**config.mk**
```make
export PLATFORM = sky130hd
export DESIGN_NAME = seq_cla_adder
export DESIGN_NICKNAME = d
export VERILOG_FILES = /design/src/rtl/alu_pkg.sv /design/src/rtl/cla_group_4bit.sv /design/src/rtl/seq_cla_adder.sv
export SDC_FILE = /design/constraint.sdc
export NUM_CORES = 1
export LEC_CHECK = 0
export BUFFER_PORTS_ARGS = -buffer_cell sky130_fd_sc_hd__buf_2
export CORE_MARGIN = 4
export CORE_UTILIZATION = 49
export CTS_CLUSTER_DIAMETER = 40
export DETAILED_ROUTE_END_ITERATION = 6
export PLACE_DENSITY = 0.77
export SLEW_MARGIN = 10
export SYNTH_ARGS = -nofsm -noshare
export SYNTH_HDL_FRONTEND = slang
export SYNTH_SLANG_ARGS = --single-unit
```
**constraint.sdc**
```tcl
create_clock -name clk -period 3.2 [get_ports clk]
set_clock_uncertainty 0.1 [all_clocks]
set_input_delay 0.16 -clock clk [delete_from_list [all_inputs] [get_ports clk]]
set_output_delay 0.16 -clock clk [all_outputs]
set_load 0.01 [all_outputs]
```
**src/rtl/alu_pkg.sv**
```systemverilog
// Shared ALU definitions: FSM state encoding, CLA group width and group-count helper.
package alu_pkg;

  localparam int GROUP_W = 4;

  typedef enum logic [1:0] {
    IDLE = 2'd0,
    RUN  = 2'd1,
    DONE = 2'd2
  } state_t;

  function automatic int groups_of(input int width);
    return width / GROUP_W;
  endfunction

endpackage

```
**src/rtl/cla_group_4bit.sv**
```systemverilog
// Combinational 4-bit carry-lookahead group: sum, group generate/propagate,
// carry out and the carry into bit 3 (for signed-overflow detection).
import alu_pkg::*;

module cla_group_4bit (
  input  logic [3:0] a,
  input  logic [3:0] b,
  input  logic       ci,
  output logic [3:0] s,
  output logic       g_grp,
  output logic       p_grp,
  output logic       co,
  output logic       c3
);

  logic [3:0] w_g;
  logic [3:0] w_p;
  logic [3:0] w_c;

  assign w_g = a & b;
  assign w_p = a | b;

  assign w_c[0] = ci;
  assign w_c[1] = w_g[0] | (w_p[0] & ci);
  assign w_c[2] = w_g[1] | (w_p[1] & w_g[0]) | (w_p[1] & w_p[0] & ci);
  assign w_c[3] = w_g[2] | (w_p[2] & w_g[1]) | (w_p[2] & w_p[1] & w_g[0])
                | (w_p[2] & w_p[1] & w_p[0] & ci);

  assign g_grp = w_g[3] | (w_p[3] & w_g[2]) | (w_p[3] & w_p[2] & w_g[1])
               | (w_p[3] & w_p[2] & w_p[1] & w_g[0]);
  assign p_grp = &w_p;

  assign s  = a ^ b ^ w_c;
  assign co = g_grp | (p_grp & ci);
  assign c3 = w_c[3];

endmodule

```
**src/rtl/seq_cla_adder.sv**
```systemverilog
// Multi-cycle adder/subtractor: one 4-bit CLA group per clock, carry chained in r_c.
// Optional overflow/zero flags built only when SEQ_CLA_FLAGS_EN is defined.
import alu_pkg::*;

module seq_cla_adder #(
  parameter int WIDTH = 32
) (
  input  logic             clk,
  input  logic             reset,
  input  logic             start_valid,
  output logic             start_ready,
  input  logic [WIDTH-1:0] a,
  input  logic [WIDTH-1:0] b,
  input  logic             sub,
  output logic             result_valid,
  input  logic             result_ready,
  output logic [WIDTH-1:0] sum,
  output logic             carry_out,
  output logic             overflow,
  output logic             zero
);

  localparam int N  = groups_of(WIDTH);
  localparam int KW = $clog2(N);
  localparam logic [KW-1:0] K_LAST = KW'(N - 1);

  if ((WIDTH % GROUP_W) != 0 || WIDTH < 8) begin : g_bad_width
    $error("seq_cla_adder: WIDTH must be a multiple of 4 and at least 8");
  end

  state_t           r_state;
  logic [KW-1:0]    r_k;
  logic             r_c;
  logic [WIDTH-1:0] r_a;
  logic [WIDTH-1:0] r_b;
  logic [WIDTH-1:0] r_sum;
  logic             r_cout;

  logic             w_accept;
  logic             w_last;
  logic [3:0]       w_ga;
  logic [3:0]       w_gb;
  logic [3:0]       w_gs;
  logic             w_gg;
  logic             w_gp;
  logic             w_gcarry;
  logic             w_unused_co;

  assign w_accept = start_valid && (r_state == IDLE);
  assign w_last   = (r_k == K_LAST);
  assign w_ga     = r_a[r_k*GROUP_W +: GROUP_W];
  assign w_gb     = r_b[r_k*GROUP_W +: GROUP_W];
  assign w_gcarry = w_gg | (w_gp & r_c);

`ifdef SEQ_CLA_FLAGS_EN
  logic w_c3;
`else
  logic w_unused_c3;
`endif

  cla_group_4bit u_group (
    .a     (w_ga),
    .b     (w_gb),
    .ci    (r_c),
    .s     (w_gs),
    .g_grp (w_gg),
    .p_grp (w_gp),
    .co    (w_unused_co),
`ifdef SEQ_CLA_FLAGS_EN
    .c3    (w_c3)
`else
    .c3    (w_unused_c3)
`endif
  );

  // Operand registers carry no reset: only loaded on acceptance, never read before it.
  always_ff @(posedge clk) begin
    if (w_accept) begin
      r_a <= a;
      r_b <= sub ? ~b : b;
    end
  end

  always_ff @(posedge clk or posedge reset) begin
    if (reset) begin
      r_state <= IDLE;
      r_k     <= '0;
      r_c     <= 1'b0;
      r_sum   <= '0;
      r_cout  <= 1'b0;
    end else begin
      case (r_state)
        IDLE: begin
          if (start_valid) begin
            r_state <= RUN;
            r_k     <= '0;
            r_c     <= sub;
            r_sum   <= '0;
          end
        end
        RUN: begin
          r_sum[r_k*GROUP_W +: GROUP_W] <= w_gs;
          r_c <= w_gcarry;
          if (w_last) begin
            r_k     <= '0;
            r_cout  <= w_gcarry;
            r_state <= DONE;
          end else begin
            r_k <= r_k + 1'b1;
          end
        end
        DONE: begin
          if (result_ready) r_state <= IDLE;
        end
        default: r_state <= IDLE;
      endcase
    end
  end

`ifdef SEQ_CLA_FLAGS_EN
  logic r_ovf;
  logic r_zero;

  always_ff @(posedge clk or posedge reset) begin
    if (reset) begin
      r_ovf  <= 1'b0;
      r_zero <= 1'b0;
    end else if (r_state == RUN && w_last) begin
      r_ovf  <= w_c3 ^ w_gcarry;
      r_zero <= (w_gs == 4'd0) && (r_sum[WIDTH-GROUP_W-1:0] == '0);
    end
  end

  assign overflow = r_ovf;
  assign zero     = r_zero;
`else
  assign overflow = 1'b0;
  assign zero     = 1'b0;
`endif

  assign start_ready  = (r_state == IDLE);
  assign result_valid = (r_state == DONE);
  assign sum          = r_sum;
  assign carry_out    = r_cout;

endmodule

```
# [Word-level counts from Yosys, hierarchy flattened]
# Index checks and enable logic that the tools add are counted.
[classes] n_addsub=2 mul=0 div_mod_pow=0 order_cmp=0 eq_ne=6 shifts=4 n_mux=13 n_bitwise=30 reduce_logical=7
[ops] cell="32-bit two-way mux" n=2
[ops] cell="32-bit case mux with 2 select lines" n=1
[ops] cell="32-bit by 6-bit indexed part select with 4-bit output" n=2
[ops] cell="5-bit negator with 34-bit output" n=1
[ops] cell="4-bit by 34-bit variable shift with 32-bit output, first input constant" n=1
[ops] cell="4-bit by 34-bit indexed part select with 32-bit output" n=1
[ops] cell="32-bit bitwise mux" n=1
[ops] cell="32-bit inverter" n=1
[ops] cell="1-bit AND" n=15
[ops] cell="1-bit bitwise OR" n=10
[ops] cell="4-bit bitwise XOR" n=2
[ops] cell="2-bit two-way mux" n=3
[ops] cell="3-bit two-way mux" n=2
[ops] cell="2-bit case mux with 3 select lines" n=1
[ops] cell="3-bit case mux with 2 select lines" n=1
[ops] cell="4-bit AND" n=1
[ops] cell="2-bit inequality test, second input constant" n=2
[ops] cell="4-bit bitwise OR" n=1
[ops] cell="2-bit AND reduction" n=2
[ops] cell="4-bit AND reduction" n=1
[ops] cell="3-bit by 1-bit adder with 3-bit output, second input constant" n=1
[ops] cell="3-bit == test, second input constant" n=1
[ops] cell="3-bit AND reduction" n=1
[ops] cell="2-bit by 1-bit == test with 1-bit output, second input constant" n=1
[ops] cell="7 further kinds" n=7
[totals] ff_bits=103 latch_bits=0 ram_bits=0 rom_bits=0 in_bits=69 wordCells=69 n_memories=0

# [Logic depth before layout (Yosys ltp)]
# Gate-level depths: netlist (run 1).
[depth] ltp_word=10 mapped_depth=11 mapped_depth_nobuf=9

# [Hierarchy]
# A second synthesis (run 1) with hierarchy kept.
[hier_totals] cells_unflattened=347 area_unflattened_um2=4923.5
[by_module_without_submodules] mod="seq_cla_adder" instances=1 cells_per_inst=312 area_each_um2=4659.5 seq_area_each_um2=2897.8
[by_module_without_submodules] mod="cla_group_4bit" instances=1 cells_per_inst=35 area_each_um2=264.0 seq_area_each_um2=0.0

# [Least setup slack after synthesis (run 1)]
# No wires, ideal clock.
[synth_path] path_kind="register -> register" start="register r_k[0]" end="register r_sum[19], in the netlist sum[19]" arrival_ns=2.777 required_time_ns=2.954 path_slack_ns=0.177 stages_incl_launch_ff=12 cell_sequence="dfrtp_1 > buf_4 > buf_2 > mux4_2 > nand2_1 > and2_1 > inv_1 > ha_1 > nor2b_1 > or3_1 > o211ai_1 > o21ai_0"
[synth_via] elab_chain_cells=10 elab_cells_between_ends=26 cone_classes="add/sub (1); shift (4); mux (2); bitwise (19)"
[synth_lines] item="start: declaration" line="seq_cla_adder.sv:32" rtl="logic [KW-1:0] r_k;"
[synth_lines] item="start signal: assignment" line="seq_cla_adder.sv:109" rtl="r_k <= r_k + 1'b1;"
[synth_lines] item="32-bit by 6-bit indexed part select with 4-bit output, on equally long branches" line="seq_cla_adder.sv:51, seq_cla_adder.sv:52"
[synth_lines] item="4-bit bitwise OR or 4-bit AND (tied branches)" line="cla_group_4bit.sv:21, cla_group_4bit.sv:20"
[synth_lines] item="1-bit AND, on equally long branches" line="cla_group_4bit.sv:26, cla_group_4bit.sv:27"
[synth_lines] item="1-bit bitwise OR, or another cell as far along" line="cla_group_4bit.sv:26" rtl="assign w_c[3] = w_g[2] | (w_p[2] & w_g[1]) | (w_p[2] & w_p[1] & w_g[0])"
[synth_lines] item="1-bit bitwise OR or 1-bit AND (tied branches)" line="cla_group_4bit.sv:26, cla_group_4bit.sv:27"
[synth_lines] item="1-bit bitwise OR" line="cla_group_4bit.sv:27" rtl="| (w_p[2] & w_p[1] & w_p[0] & ci);"
[synth_lines] item="4-bit bitwise XOR" line="cla_group_4bit.sv:33" rtl="assign s = a ^ b ^ w_c;"
[synth_lines] item="4-bit by 34-bit indexed part select with 32-bit output" line="seq_cla_adder.sv:102" rtl="r_sum[r_k*GROUP_W +: GROUP_W] <= w_gs;"
[synth_lines] item="32-bit bitwise mux *" line="seq_cla_adder.sv:102"
[synth_lines] item="32-bit case mux with 2 select lines *" line="seq_cla_adder.sv:92" rtl="case (r_state)"
[synth_lines] item="end signal: indexed assignment" line="seq_cla_adder.sv:102"
[synth_lines] item="end: declaration" line="seq_cla_adder.sv:36" rtl="logic [WIDTH-1:0] r_sum;"
# Every way passes the cells marked *; elsewhere a longest branch is shown, timed or not.
# A chain may end at the register's enable or synchronous reset.

# [Final worst setup path (run 1)]
[layout_path] start="register r_k[0]" end="register r_sum[20], in the netlist sum[20]"
# The elaborated chain is that of the path after synthesis.

==> results.txt, run 1 <==
Min-Delay Startpoint - b[25]
CP bufs+invs - 3
Crit path kind - reg -> reg
# IOs - 106
Worst Reg-to-Reg Cells - 9
Vias in the first global route - 3497
F_max - 344 MHz
Total GRT Usage - 19.4%
Post-route clock period utilization - 91.0%
Most used cell, CP - inv_1
IO Port Bufs - 103
Row count - 35
Full die area - 0.0112 mm²
Post-DRT Antenna Nets - 0
Drt total wl - 10.2 mm
Pwr/cell area - 895 mW/mm²
Crit path arrival time - 3.09 ns
MaxCap Viol Count - 0
Clk_lat worst skew - 0.36 ns
Area of the mapped netlist - 0.00470 mm²
Layout area overhead - 30.2%
DR vias/cell - 5.16
R2R Path End - sum[20]$_DFFE_PP0P_
Slowest stage delay, CP - 0.65 ns
Worst Hold Path EP - r_b[25]$_DFFE_PP_
Post-route cell area - 0.00612 mm²
Placer Congestion - 0.803
Clock Path Buffers - 2
Status - completed
Seq/Total Area, Yosys - 61.6%
Drt first pass iters - 4
First-pass GRT wire length - 17.0 mm
Largest net degree at the start of global routing - 40
Reg2Reg Launch Point - r_k[0]$_DFFE_PP0P_
Via Count - 3253
Initial drt markers - 127
Hold Path Depth - 2
Num CTS Buffers - 9
Min-Delay Path Class - in -> reg
Critical-path cell list - buf_12 -> mux4_2 -> nand2_1 -> and2_1 -> inv_1 -> fa_1 -> inv_1 -> or3_1 -> o21ai_0
TritonCTS clock tree - built
CP endpoint kind - flop
Post-synthesis adder-cell area fraction - 4.68%
Post-synthesis xor/xnor area fraction - 6.33%
Slew @ Worst Pin - 0.895 ns
Post-synthesis register bit count - 103
Element type at the critical path start - flop
Minimum clock period - 2.91 ns
VDD IR max - 0.000646 V
Largest family of logic cells by synthesized area - simple AND/OR/NAND/NOR gates
Ys Warns - 0
Hold Vio Cnt, Final - 0
Fill cells - 691
Synth cell types - 41
Final Net Count - 583
DP Area - 0.00539 mm²
Complex-gate fraction of the synthesized area - 7.69%
Critical path's top delay family - adder cells
Grt ovf - 0
Mapped Cells - 336
Synthesized area per cell - 14.0 µm²
Initial Utilization - 50.6%
Die Y - 106 µm
Max stage delay cell, worst path - fa_1
Setup tns final - 0 ns
Clk sinks - 103
Relative slew slack - 40.4%
DR DRC count - 0
Commonest cells after routing, fill and taps aside - 103 x buf_2, 64 x edfxtp_1, 52 x dlygate4sd3_1
Synth Area in Simple Gates - 8.97%
Initial antenna violation count - 0
RSZ-0062 raised after global routing - false
Cts repair resizes - 0
CTS H-Tree Depth - 3
Final number of setup-violating endpoints - 0
Die width - 106 µm
Avg WL per Cell - 16.1 µm
Commonest non-fill, non-tap cell in the layout - buf_2
Share of layout cells above drive strength 1 - 30.1%
Leakage - 2.64 nW
Worst-path clk slew - 0.09 ns
Multiplexer area fraction after synthesis - 7.67%
Fin. max-slew vios - 0
Antenna Cells - 0
Clk root buf - clkbuf_8
WP data required - 3.38 ns
Post-DP HPWL - 6.95 mm
CORE AREA - 0.00928 mm²
CP max FO - 28
Reg-to-reg slack, setup - 0.29 ns
[sequential cells by signal, summed over array words and instances, names as in the netlist]
register / count
carry_out: 1
r_a: 32
r_b: 32
r_c: 1
r_k: 3
r_state: 2
sum: 32
[what timing repair did]
| action | in CTS | in global routing |
|---|---|---|
| setup buffers | 0 | 0 |
| hold buffers | 50 | 2 |
| endpoints found under the hold margin | 88 | 2 |
[worst max-delay path by stage]
stage                             startpoint                   to  slack (ns)  cells after the start
final                     r_k[0]$_DFFE_PP0P_  sum[20]$_DFFE_PP0P_        0.29                      9
after global routing      r_k[0]$_DFFE_PP0P_  sum[20]$_DFFE_PP0P_        0.09                      9
after CTS                 r_k[0]$_DFFE_PP0P_  sum[20]$_DFFE_PP0P_        0.27                      9
after detailed placement  r_k[0]$_DFFE_PP0P_  sum[20]$_DFFE_PP0P_        0.29                      9
after global placement    r_k[0]$_DFFE_PP0P_   sum[4]$_DFFE_PP0P_        0.35                      9
after floorplan           r_k[0]$_DFFE_PP0P_  sum[19]$_DFFE_PP0P_        0.18                     11
[area by class of cell]
type	count	area, µm²	share of cell area [%]
inverter	16	60.1	0.982
clock inverter	5	55.1	0.900
sequential	103	2900	47.4
tap	129	161	2.64
timing repair buffer	165	1120	18.4
multi-input combinational	202	1670	27.3
clock buffer	11	151	2.47
[report_power, final]
group	internal [mW]	switching [mW]
registers	1.80	0.177
logic	1.14	1.53
clock network	0.404	0.423
total	3.34	2.13
[cell families (layout without fill, tap and decap cells)]
| kind of cell | Yosys count | in the layout |
|---|---|---|
| flip-flops | 103 | 103 |
| AND/OR/NAND/NOR | 81 | 81 |
| AO/OA/AOI/OAI | 52 | 52 |
| XOR/XNOR | 34 | 34 |
| buffers and inverters | 32 | 197 |
| adder cells (fa/ha/maj) | 17 | 17 |
| multiplexers | 16 | 16 |
| other | 1 | 2 |
[synth_stat cells]
library cell,n,area share [%]
conb_1,1,0.080
ha_1,16,4.3
nand2b_1,2,0.27
buf_4,3,0.48
xor2_1,32,6.0
nand2b_4,1,0.29
buf_2,5,0.53
dfrtp_1,39,21
o21ai_2,2,0.37
nand4b_1,1,0.19
nor2b_1,3,0.40
inv_1,14,1.1
o2bb2ai_1,12,2.2
nor4b_1,1,0.19
xnor2_1,2,0.37
o21a_1,1,0.16
nor3_1,1,0.11
and3_1,1,0.13
clkinv_1,2,0.16
o31a_1,2,0.37
o21ai_0,18,1.9
or4b_1,1,0.21
o31ai_1,4,0.64
or3_1,4,0.53
fa_1,1,0.43
and2_1,8,1.1
clkbuf_1,3,0.24
a21oi_1,6,0.64
nand2_1,27,2.2
nand3_1,19,2.0
nor4_1,2,0.27
nand3b_1,1,0.16
or3b_2,1,0.19
buf_1,5,0.40
or3_4,1,0.24
a221oi_1,1,0.19
edfxtp_1,64,41
a32o_1,4,0.85
o211ai_1,2,0.32
mux4_2,16,7.7
nor2_1,7,0.56
[worst reg2reg max path, cell delays in order (launching register included)]
cell     delay [ns]
dfrtp_1        0.38
buf_12         0.22
mux4_2         0.53
nand2_1        0.07
and2_1         0.16
inv_1          0.10
fa_1           0.65
inv_1          0.10
or3_1          0.38
o21ai_0        0.16
[stage by stage]
stage / setup slack, ns / util (%) / instances / hold WS [ns] / power [mW]
6_report: 0.289 / 65.9 / 631 / 0.0128 / 5.48
5_1_grt: 0.0941 / 65.9 / 631 / 0.000122 / 5.93
4_1_cts: 0.272 / 65.7 / 629 / 0.00104 / 5.54
3_5_place_dp: 0.289 / 58.1 / 563 / 0.202 / 4.67
3_3_place_gp: 0.351 / 58.1 / 563 / 0.190 / 4.56
2_1_floorplan: 0.177 / - / 337 / 0.159 / 3.69
[routing by layer]
metal / track usage, % / share of wire [%]
met5: 0 / 0
met1: 22.8 / 39
met4: 5.37 / 1.6
met3: 4.92 / 5.3
met2: 35.4 / 54
No activity file was read; power rests on OpenSTA's default activity.
==> run 2: changes to the inputs <==
--- a/config.mk
+++ b/config.mk
@@ -14,4 +14,5 @@
 export SLEW_MARGIN = 10
 export SYNTH_ARGS = -nofsm -noshare
 export SYNTH_HDL_FRONTEND = slang
+export SYNTH_HIERARCHICAL = 1
 export SYNTH_SLANG_ARGS = --single-unit
==> run 2 against run 1 <==
Effect of this change: total power up 4.3%; design area grew 3.7%; clock power shrank 4.5%; largest cell class unchanged; largest power group unchanged.
==> results.txt, run 2 <==
Min-Delay Path Class - in -> reg
RSZ-0062 raised after global routing - false
F_max - 336 MHz
VDD IR max - 0.000589 V
Clock power share - 13.8%
Hold Vio Cnt, Final - 0
Drt first pass iters - 5
CP endpoint kind - flop
Switching share of power - 42.7%
First-pass GRT wire length - 17.5 mm
Full die area - 0.0117 mm²
DP Area - 0.00551 mm²
CTS H-Tree Depth - 3
DR vias/cell - 5.23
Slowest stage delay, CP - 0.61 ns
Avg WL per Cell - 16.8 µm
Via Count - 3392
Crit path kind - reg -> reg
Pwr/cell area - 900 mW/mm²
Share of layout cells above drive strength 1 - 28.9%
Setup tns final - 0 ns
CP max FO - 14
Num CTS Buffers - 9
Comb power frac - 51.2%
Area of the mapped netlist - 0.00491 mm²
Antenna Cells - 0
Total GRT Usage - 19.6%
Minimum clock period - 2.98 ns
Placer Congestion - 0.813
Register area - 0.00290 mm²
Reg-to-reg slack, setup - 0.22 ns
IO Port Bufs - 103
Element type at the critical path start - flop
MaxCap Viol Count - 0
Initial Utilization - 50.3%
Row count - 36
DR DRC count - 0
Largest net degree at the start of global routing - 42
Crit path arrival time - 3.19 ns
Final number of setup-violating endpoints - 0
Post-route cell area - 0.00634 mm²
Drt total wl - 10.9 mm
Post-Route Utilization - 64.9%
CORE AREA - 0.00977 mm²
Vias in the first global route - 3498
Slew @ Worst Pin - 0.859 ns
WP data required - 3.41 ns
Part of the power in registers - 34.9%
Clk_lat worst skew - 0.37 ns
TritonCTS clock tree - built
# IOs - 106
Worst-path clk slew - 0.10 ns
Fill cells - 734
Ys Warns - 6
Status - completed
Mapped Cells - 345
Die width - 108 µm
Clock Path Buffers - 2
Clk sinks - 103
Area of the multi-input gates - 0.00178 mm²
Relative slew slack - 42.7%
Leakage - 2.76 nW
Commonest non-fill, non-tap cell in the layout - buf_2
Max stage delay cell, worst path - dfrtp_2
Layout area overhead - 29.1%
Synthesized area per cell - 14.2 µm²
Clk root buf - clkbuf_8
Critical-path cell list - mux4_2 -> nand2_1 -> o221ai_1 -> inv_1 -> fa_1 -> inv_1 -> nand3_1 -> nor4b_1 -> a22o_1
Post-route clock period utilization - 93.1%
Post-DP HPWL - 7.38 mm
Final Net Count - 596
Die Y - 108 µm
Initial antenna violation count - 0
Post-DRT Antenna Nets - 0
Int Pwr - 3.27 mW
Initial drt markers - 165
Grt ovf - 0
Fin. max-slew vios - 0
Most used cell, CP - inv_1
Commonest cells after routing, fill and taps aside - 103 x buf_2, 64 x dlygate4sd3_1, 64 x edfxtp_1
Switching power - 2.44 mW
## run 2: power by group through the flow
stage          clock network [mW]  logic, mW  registers (mW)
2_1_floorplan                   0       2.00            2.00
3_3_place_gp                    0       2.77            2.01
3_5_place_dp                    0       2.85            2.03
4_1_cts                     0.806       2.92            2.00
5_1_grt                     0.871       3.18            2.04
6_report                    0.790       2.93            2.00
## run 2: path summary, 6_finish.rpt
path	cells past startpoint	startpoint	to
worst max-delay path	9	r_k[0]$_DFFE_PP0P_	sum[28]$_DFFE_PP0P_
worst min-delay path	2	b[19]	r_b[19]$_DFFE_PP_
worst max register to register	9	r_k[0]$_DFFE_PP0P_	sum[28]$_DFFE_PP0P_
worst min register to register	1	sum[27]$_DFFE_PP0P_	sum[27]$_DFFE_PP0P_
max in group asynchronous	4	reset	r_k[0]$_DFFE_PP0P_
min in group asynchronous	4	reset	sum[14]$_DFFE_PP0P_
## run 2: final cells by class
cell class / count / share of cell area [%]
sequential: 103 / 45.7
multi-input combinational: 201 / 28.1
clock buffer: 10 / 2.17
timing repair buffer: 176 / 19.3
clock inverter: 6 / 0.809
inverter: 20 / 1.26
tap: 133 / 2.62
## run 2: metrics by stage
step / hold slack (ns) / total power [mW] / setup WS [ns] / std cells
after global routing: 0.0103 / 6.08 / 0.0522 / 649
after detailed placement: 0.213 / 4.88 / 0.224 / 569
after CTS: 0.00965 / 5.72 / 0.204 / 649
final: 0.0197 / 5.71 / 0.222 / 649
after floorplan: 0.159 / 4.00 / 0.509 / 346
after global placement: 0.195 / 4.78 / 0.392 / 569
## run 2: routing by layer
metal | vias up | wire, µm | track usage (%)
li1 | 1606 | - | -
met1 | 1647 | 4630 | 25.8
met2 | 121 | 5380 | 32.1
met3 | 18 | 685 | 4.78
met4 | 0 | 212 | 6.85
met5 | - | 0 | 0
## run 2: worst max-delay path: cells and delay by family (launching register included)
| family | cells | cell delay (ns) |
|---|---|---|
| AO/OA/AOI/OAI | 2 | 0.33 |
| adder cells (fa/ha/maj) | 1 | 0.43 |
| AND/OR/NAND/NOR | 3 | 0.58 |
| multiplexers | 1 | 0.56 |
| buffers and inverters | 2 | 0.31 |
| flip-flops | 1 | 0.61 |
## run 2: timing repair
item	CTS	global route
resized for setup	0	0
hold endpoints to repair	102	0
setup buffers	0	0
hold buffers	64	0
endpoints found under the setup margin	0	0
